[config.mk]
export PLATFORM = sky130hd
export DESIGN_NAME = game_dumper
export DESIGN_NICKNAME = d
export VERILOG_FILES = /design/src/rtl/game_dumper_pkg.sv /design/src/rtl/ines_header_gen.sv /design/src/rtl/game_dumper.sv
export SDC_FILE = /design/constraint.sdc
export NUM_CORES = 1
export LEC_CHECK = 0
export BUFFER_PORTS_ARGS = -buffer_cell sky130_fd_sc_hd__buf_2
export CAP_MARGIN = 25
export CORE_MARGIN = 2
export CORE_UTILIZATION = 56
export CTS_BUF_LIST = sky130_fd_sc_hd__clkbuf_16
export DETAILED_ROUTE_END_ITERATION = 10
export GPL_ROUTABILITY_DRIVEN = 0
export GPL_TIMING_DRIVEN = 1
export PLACE_DENSITY = 0.77
export SLEW_MARGIN = 20
export SYNTH_ARGS = -nofsm -noshare
export SYNTH_HDL_FRONTEND = slang
export SYNTH_SLANG_ARGS = --single-unit
export TNS_END_PERCENT = 20
[constraint.sdc]
create_clock -name clk -period 2.9 [get_ports clk]
set_clock_uncertainty 0.2 [all_clocks]
set_input_delay 0.29 -clock clk [delete_from_list [all_inputs] [get_ports clk]]
set_output_delay 0.29 -clock clk [all_outputs]
set_load 0.01 [all_outputs]
[src/rtl/game_dumper_pkg.sv]
// Shared definitions for the SDRAM game dumper and the loader that fills SDRAM:
// FSM states, default SDRAM layout, mapper_flags field positions and iNES constants.
package game_dumper_pkg;

  typedef enum logic [2:0] {
    S_IDLE,
    S_HEADER,
    S_RDREQ,
    S_SEND,
    S_DONE,
    S_ERROR
  } state_t;

  typedef enum logic {
    REGION_PRG,
    REGION_CHR
  } region_t;

  localparam int unsigned ADDR_W = 22;
  localparam int unsigned LEFT_W = 22;

  // Default SDRAM byte addresses of the PRG and CHR images
  localparam logic [ADDR_W-1:0] DEF_PRG_BASE = 22'h000000;
  localparam logic [ADDR_W-1:0] DEF_CHR_BASE = 22'h200000;

  // Largest PRG image that fits below CHR_BASE (128 x 16 KiB)
  localparam logic [7:0] MAX_PRG_PAGES = 8'd128;

  // mapper_flags bit-field positions
  localparam int unsigned MF_MAPPER_LO   = 0;
  localparam int unsigned MF_MAPPER_MID  = 4;
  localparam int unsigned MF_MAPPER_HI   = 7;
  localparam int unsigned MF_MIRROR      = 14;
  localparam int unsigned MF_FOUR_SCREEN = 16;
  localparam int unsigned MF_SUBMAP_LO   = 17;
  localparam int unsigned MF_SUBMAP_HI   = 24;
  localparam int unsigned MF_SAVES       = 25;
  localparam int unsigned MF_PRGRAM_LO   = 26;
  localparam int unsigned MF_PRGRAM_HI   = 29;
  localparam int unsigned MF_PIANO       = 30;

  // iNES / NES 2.0 constants
  localparam logic [7:0] INES_MAGIC0     = 8'h4E;
  localparam logic [7:0] INES_MAGIC1     = 8'h45;
  localparam logic [7:0] INES_MAGIC2     = 8'h53;
  localparam logic [7:0] INES_MAGIC3     = 8'h1A;
  localparam logic [3:0] INES_NES2_ID    = 4'b1000;
  localparam logic [7:0] INES_PIANO_EXP  = 8'h19;
  localparam logic [3:0] INES_HDR_LAST   = 4'd15;

endpackage

[src/rtl/ines_header_gen.sv]
// Combinational NES 2.0 header generator.
// Ports: idx (header byte index 0..15), mapper_flags (loader flag word),
//        invert_mirroring (undoes the loader XOR on the mirroring bit),
//        prg_pages / chr_pages (page counts), hdr_byte_c (selected header byte).
module ines_header_gen
  import game_dumper_pkg::*;
(
  input  logic [3:0]  idx,
  input  logic [31:0] mapper_flags,
  input  logic        invert_mirroring,
  input  logic [7:0]  prg_pages,
  input  logic [7:0]  chr_pages,
  output logic [7:0]  hdr_byte_c
);

  // Flag bits with no place in the header
  logic unused_flag_bits;
  assign unused_flag_bits = ^{mapper_flags[31], mapper_flags[15], mapper_flags[13:8]};

  // Header byte mux
  always_comb begin
    hdr_byte_c = 8'h00;
    case (idx)
      4'd0:  hdr_byte_c = INES_MAGIC0;
      4'd1:  hdr_byte_c = INES_MAGIC1;
      4'd2:  hdr_byte_c = INES_MAGIC2;
      4'd3:  hdr_byte_c = INES_MAGIC3;
      4'd4:  hdr_byte_c = prg_pages;
      4'd5:  hdr_byte_c = chr_pages;
      // The loader stored mirroring XORed with invert_mirroring; XOR again to get the raw bit
      4'd6:  hdr_byte_c = {mapper_flags[MF_MAPPER_MID-1:MF_MAPPER_LO],
                           mapper_flags[MF_FOUR_SCREEN],
                           1'b0,
                           mapper_flags[MF_SAVES],
                           mapper_flags[MF_MIRROR] ^ invert_mirroring};
      4'd7:  hdr_byte_c = {mapper_flags[MF_MAPPER_HI:MF_MAPPER_MID], INES_NES2_ID};
      4'd8:  hdr_byte_c = mapper_flags[MF_SUBMAP_HI:MF_SUBMAP_LO];
      4'd10: hdr_byte_c = {4'h0, mapper_flags[MF_PRGRAM_HI:MF_PRGRAM_LO]};
      4'd15: hdr_byte_c = mapper_flags[MF_PIANO] ? INES_PIANO_EXP : 8'h00;
      default: hdr_byte_c = 8'h00;
    endcase
  end

endmodule

[src/rtl/game_dumper.sv]
// Streams a loaded game out of SDRAM as an iNES 2.0 file: 16 synthesised header
// bytes, then the PRG image, then the CHR image (skipped when chr_pages is 0).
// Ports: clk/reset (sync, active-high); start/abort control pulses;
//        mapper_flags, invert_mirroring, prg_pages, chr_pages (sampled on start);
//        mem_addr/mem_rd/mem_ack/mem_rdata (SDRAM read port, one byte per request);
//        out_data/out_valid/out_ready (host upload stream); busy/done/error status.
module game_dumper
  import game_dumper_pkg::*;
#(
  parameter logic [21:0] PRG_BASE = DEF_PRG_BASE,
  parameter logic [21:0] CHR_BASE = DEF_CHR_BASE
) (
  input  logic        clk,
  input  logic        reset,
  input  logic        start,
  input  logic        abort,
  input  logic [31:0] mapper_flags,
  input  logic        invert_mirroring,
  input  logic [7:0]  prg_pages,
  input  logic [7:0]  chr_pages,
  output logic [21:0] mem_addr,
  output logic        mem_rd,
  input  logic        mem_ack,
  input  logic [7:0]  mem_rdata,
  output logic [7:0]  out_data,
  output logic        out_valid,
  input  logic        out_ready,
  output logic        busy,
  output logic        done,
  output logic        error
);

  state_t              state;
  region_t             region;
  logic [3:0]          hdr_idx;
  logic [LEFT_W-1:0]   bytes_left;

  // Dump parameters captured at start
  logic [31:0]         flags_q;
  logic                invert_q;
  logic [7:0]          prg_q;
  logic [7:0]          chr_q;

  logic [3:0]          hdr_next_idx;
  logic [7:0]          hdr_byte_c;
  logic                prg_ok_c;
  logic                accept_c;

  assign hdr_next_idx = hdr_idx + 4'd1;
  assign prg_ok_c     = (prg_pages != 8'd0) && (prg_pages <= MAX_PRG_PAGES);
  assign accept_c     = out_valid && out_ready;

  // Header byte for the slot after the one currently presented
  ines_header_gen u_hdr (
    .idx              (hdr_next_idx),
    .mapper_flags     (flags_q),
    .invert_mirroring (invert_q),
    .prg_pages        (prg_q),
    .chr_pages        (chr_q),
    .hdr_byte_c       (hdr_byte_c)
  );

  // Dump sequencer; every output is a register
  always_ff @(posedge clk) begin
    if (reset || abort) begin
      state      <= S_IDLE;
      region     <= REGION_PRG;
      hdr_idx    <= 4'd0;
      bytes_left <= '0;
      flags_q    <= 32'd0;
      invert_q   <= 1'b0;
      prg_q      <= 8'd0;
      chr_q      <= 8'd0;
      mem_addr   <= '0;
      mem_rd     <= 1'b0;
      out_data   <= 8'd0;
      out_valid  <= 1'b0;
      busy       <= 1'b0;
      done       <= 1'b0;
      error      <= 1'b0;
    end else begin
      case (state)
        S_IDLE, S_DONE, S_ERROR: begin
          if (start) begin
            flags_q  <= mapper_flags;
            invert_q <= invert_mirroring;
            prg_q    <= prg_pages;
            chr_q    <= chr_pages;
            region   <= REGION_PRG;
            if (prg_ok_c) begin
              // Byte 0 is a constant, so it can be presented before the captured inputs settle
              state     <= S_HEADER;
              hdr_idx   <= 4'd0;
              out_data  <= INES_MAGIC0;
              out_valid <= 1'b1;
              busy      <= 1'b1;
              done      <= 1'b0;
              error     <= 1'b0;
            end else begin
              state     <= S_ERROR;
              out_valid <= 1'b0;
              busy      <= 1'b0;
              done      <= 1'b1;
              error     <= 1'b1;
            end
          end
        end

        S_HEADER: begin
          if (accept_c) begin
            if (hdr_idx == INES_HDR_LAST) begin
              state      <= S_RDREQ;
              region     <= REGION_PRG;
              out_valid  <= 1'b0;
              mem_addr   <= PRG_BASE;
              bytes_left <= {prg_q, 14'b0};
              mem_rd     <= 1'b1;
            end else begin
              hdr_idx  <= hdr_next_idx;
              out_data <= hdr_byte_c;
            end
          end
        end

        S_RDREQ: begin
          if (mem_ack) begin
            state     <= S_SEND;
            mem_rd    <= 1'b0;
            out_data  <= mem_rdata;
            out_valid <= 1'b1;
          end
        end

        S_SEND: begin
          if (accept_c) begin
            out_valid  <= 1'b0;
            mem_addr   <= mem_addr + 22'd1;
            bytes_left <= bytes_left - LEFT_W'(1);
            if (bytes_left == LEFT_W'(1)) begin
              if ((region == REGION_PRG) && (chr_q != 8'd0)) begin
                state      <= S_RDREQ;
                region     <= REGION_CHR;
                mem_addr   <= CHR_BASE;
                bytes_left <= LEFT_W'({chr_q, 13'b0});
                mem_rd     <= 1'b1;
              end else begin
                state <= S_DONE;
                busy  <= 1'b0;
                done  <= 1'b1;
              end
            end else begin
              state  <= S_RDREQ;
              mem_rd <= 1'b1;
            end
          end
        end

        default: state <= S_IDLE;
      endcase
    end
  end

endmodule

==> flow_summary.ini <==
[run_status]
status = finished, final reports clean

[route]
ant_nets = 0
avgViaCountPerCell = 5.92
dr.first_iter.drc_count = 451
drt-wirelength-per-cell_microns = 16.2
routed_wl_microns = 15400
dr.pass1.iters = 5
vias = 5660
post-route-drc-count = 0

[worst_setup_path]
cp-start-kind = flip-flop
worstSetupPathType = reg -> reg
cp_common_cell = or4_4
worstPathRequired_ns = 2.89
startpoint = bytes_left[14]$_SDFFE_PP0P_
r2r_slack_ns = 0.14
path_delay_family = simple AND/OR/NAND/NOR gates
cp_max_fo = 6
crit_path_top_delay_cell = or4_4
cp.arrival_ns = 2.76
cpPeakStageDelay_ns = 0.58
rr_endpoint = mem_rd$_SDFFE_PP0P_
endpoint_kind = flip-flop
path_cells = or4_4 > or4_4 > or4_4 > nor2_1 > a31o_2 > a221oi_1
rr_startpoint = bytes_left[14]$_SDFFE_PP0P_
r2r_cells = 6
worst-path-buf-inv = 0

[timing]
rsz0062_at_grt = yes
fin_crit_sh_pct = 95.3
slew_violations = 0
setup_viol = 0
slew_headroom_pct = 54.5
finalHoldViolations = 0
totalNegativeSetupSlack_ns = 0
fmax_ghz = 0.362
hold_ws_ns = 0.00421
min_period_ns = 2.76
worstMarginPinSlew_ns = 0.680
worst_slack_ns = 0.135

[final_layout]
layout.cells.non_filler = 956
diodes = 0
drive_gt1_share_pct = 18.0
nets = 889
syn_to_final_growth_pct = 23.4
final_util_pct = 70.0

[synth]
syn_area_per_cell_sq_um = 7.74
yosysWarnings = 0
synth_area_leaders = dfxtp_1 (39%), nand2_1 (8.9%), a21oi_1 (6.1%)
synthTopCellsByCount = nand2_1 (130), dfxtp_1 (106), a21oi_1 (67)
yosys.cell_types.count = 62
synth_top_area_share_pct = 38.8
synth_top_area_cell = dfxtp_1
async_flop_share_pct = 0
yosysMostFrequentCell = nand2_1
syn_inst = 706
synth_edf_count = 0
yosysSeqAreaShare_pct = 38.8
synth_area_sq_um = 5470
syn_nets = 776
synthFlopType = dfxtp_1
synth.ff_latch_count = 106

[grt]
grt_first_pass_wirelength_microns = 24700
grt_max_degree = 56
overflow = 0
grt_pass1_vias = 5224
antenna_found_initial = 0
grt_util_all_layers_pct = 29.5

[clocking]
cts_root_buffer = clkbuf_16
h-tree-depth = 3
cts_tree = yes
clkSinkCount = 106
clk_pin_slew_worst_paths_ns = 0.07
clkLatencyLatePin_ns = 0.35
cts_buffers = 9
cts.path.max_buffers = 2

[die]
initial_utilization_pct = 56.7
core_area_sq_um = 9640
die-area_sq_um = 10600
die_x_microns = 103
num_io_pins = 98
die_y_microns = 103
num_rows = 36

[place]
dpl.cell_count = 903
dp_hpwl_microns = 10400
port_buffers = 89
place_ws_ns = 0.163

[power]
ir_worst_vdd_mv = 0.297
p_per_area_nw_per_um2 = 434
leakage_nw = 2.64

[min_path]
hold_path_end = prg_q[2]$_SDFFE_PP0P_
worstHoldStart = prg_pages[2]
min_path_type = in -> reg
holdPathStages = 3

[run]
drv_cap = 0
==> timing repair <==
action	4_1_cts	5_1_grt
hold endpoints to repair	38	0
setup buffers	0	0
hold buffers	38	0
setup endpoints to repair	0	17
gates resized for setup	0	4
==> tightest hold or removal path, cell delays in order <==
cell and delay, ns:
buf_2 0.10, nand2_1 0.05, a21oi_1 0.06
==> stage by stage <==
step / cell area [sq um] / power, mW
final: 6750 / 2.93
after global routing: 6750 / 3.05
after CTS: 6740 / 2.94
after detailed placement: 6080 / 1.76
after global placement: 6080 / 1.76
after floorplan: 5470 / 1.67
==> state kept, by name, indices dropped and copies added (netlist names), 3 cells and up <==
| register | count |
|---|---|
| flags_q | 24 |
| chr_q | 8 |
| state | 3 |
| mem_addr | 22 |
| bytes_left | 22 |
| prg_q | 8 |
| out_data | 8 |
| hdr_idx | 4 |
==> logic make-up (layout without fill, tap and decap cells) <==
kind of cell    count (synthesis)  count (layout)  share of synthesized area [%]
buf+inv                        59             176                           4.14
mux                             4               4                          0.732
compound gates                189             189                           22.4
xor+xnor                       40              40                           6.41
simple gates                  301             301                           25.9
flops                         106             106                           38.8
fa+ha+maj                       7               7                           1.60
==> routing by layer <==
layer	track usage, %	wire length [microns]
met1	38.7	6710
met2	48.4	6990
met3	7.25	1380
met4	9.11	360
met5	0	0
==> layout by cell type, fill, tap and decap left out, types with 4 or more instances in the layout <==
master / n
nor2b_1: 6
nor2_1: 55
buf_2: 89
o21ai_0: 29
mux2i_1: 4
o2bb2ai_1: 4
a21oi_1: 67
and3_1: 9
a31oi_1: 13
a211oi_1: 6
o211ai_1: 9
o22ai_1: 7
nor3_1: 18
nand4_1: 10
and2_1: 4
nor3_2: 4
dlygate4sd3_1: 38
a22oi_1: 6
or3_1: 15
clkbuf_16: 9
nand2_1: 130
buf_4: 21
dfxtp_1: 106
xnor2_1: 15
a2bb2oi_1: 6
a221oi_1: 5
ha_1: 7
nand3_1: 18
xor2_1: 25
a22o_1: 5
a31o_2: 5
nand2b_1: 4
inv_1: 12
o21a_1: 4
nor4_1: 8
==> power by group <==
group	internal (mW)	switching (mW)	leakage, nW	total [mW]
Combinational	0.122	0.149	1.65	0.271
Clock	0.590	0.564	0.134	1.15
Sequential	1.48	0.0237	0.858	1.51
Total	2.19	0.736	2.64	2.93
==> area by class of cell <==
type	instances	area (sq um)
fillers	806	2890
flip-flops and latches	106	2120
inverters	12	45.0
clock inverters	6	50.0
well taps	133	166
repair buffers	149	1000
clock buffers	9	225
multi-input cells	541	3140
==> worst max path at each step <==
stage | endpoint | slack, ns | cells after the start
2_1_floorplan | mem_rd$_SDFFE_PP0P_ | 0.34 | 6
3_3_place_gp | mem_rd$_SDFFE_PP0P_ | 0.21 | 6
3_5_place_dp | mem_addr[16]$_SDFFE_PP0P_ | 0.16 | 7
4_1_cts | mem_addr[16]$_SDFFE_PP0P_ | 0.15 | 7
5_1_grt | mem_addr[16]$_SDFFE_PP0P_ | -0.04 | 7
6_report | mem_rd$_SDFFE_PP0P_ | 0.14 | 6
No activity file was read; power rests on OpenSTA's default activity.
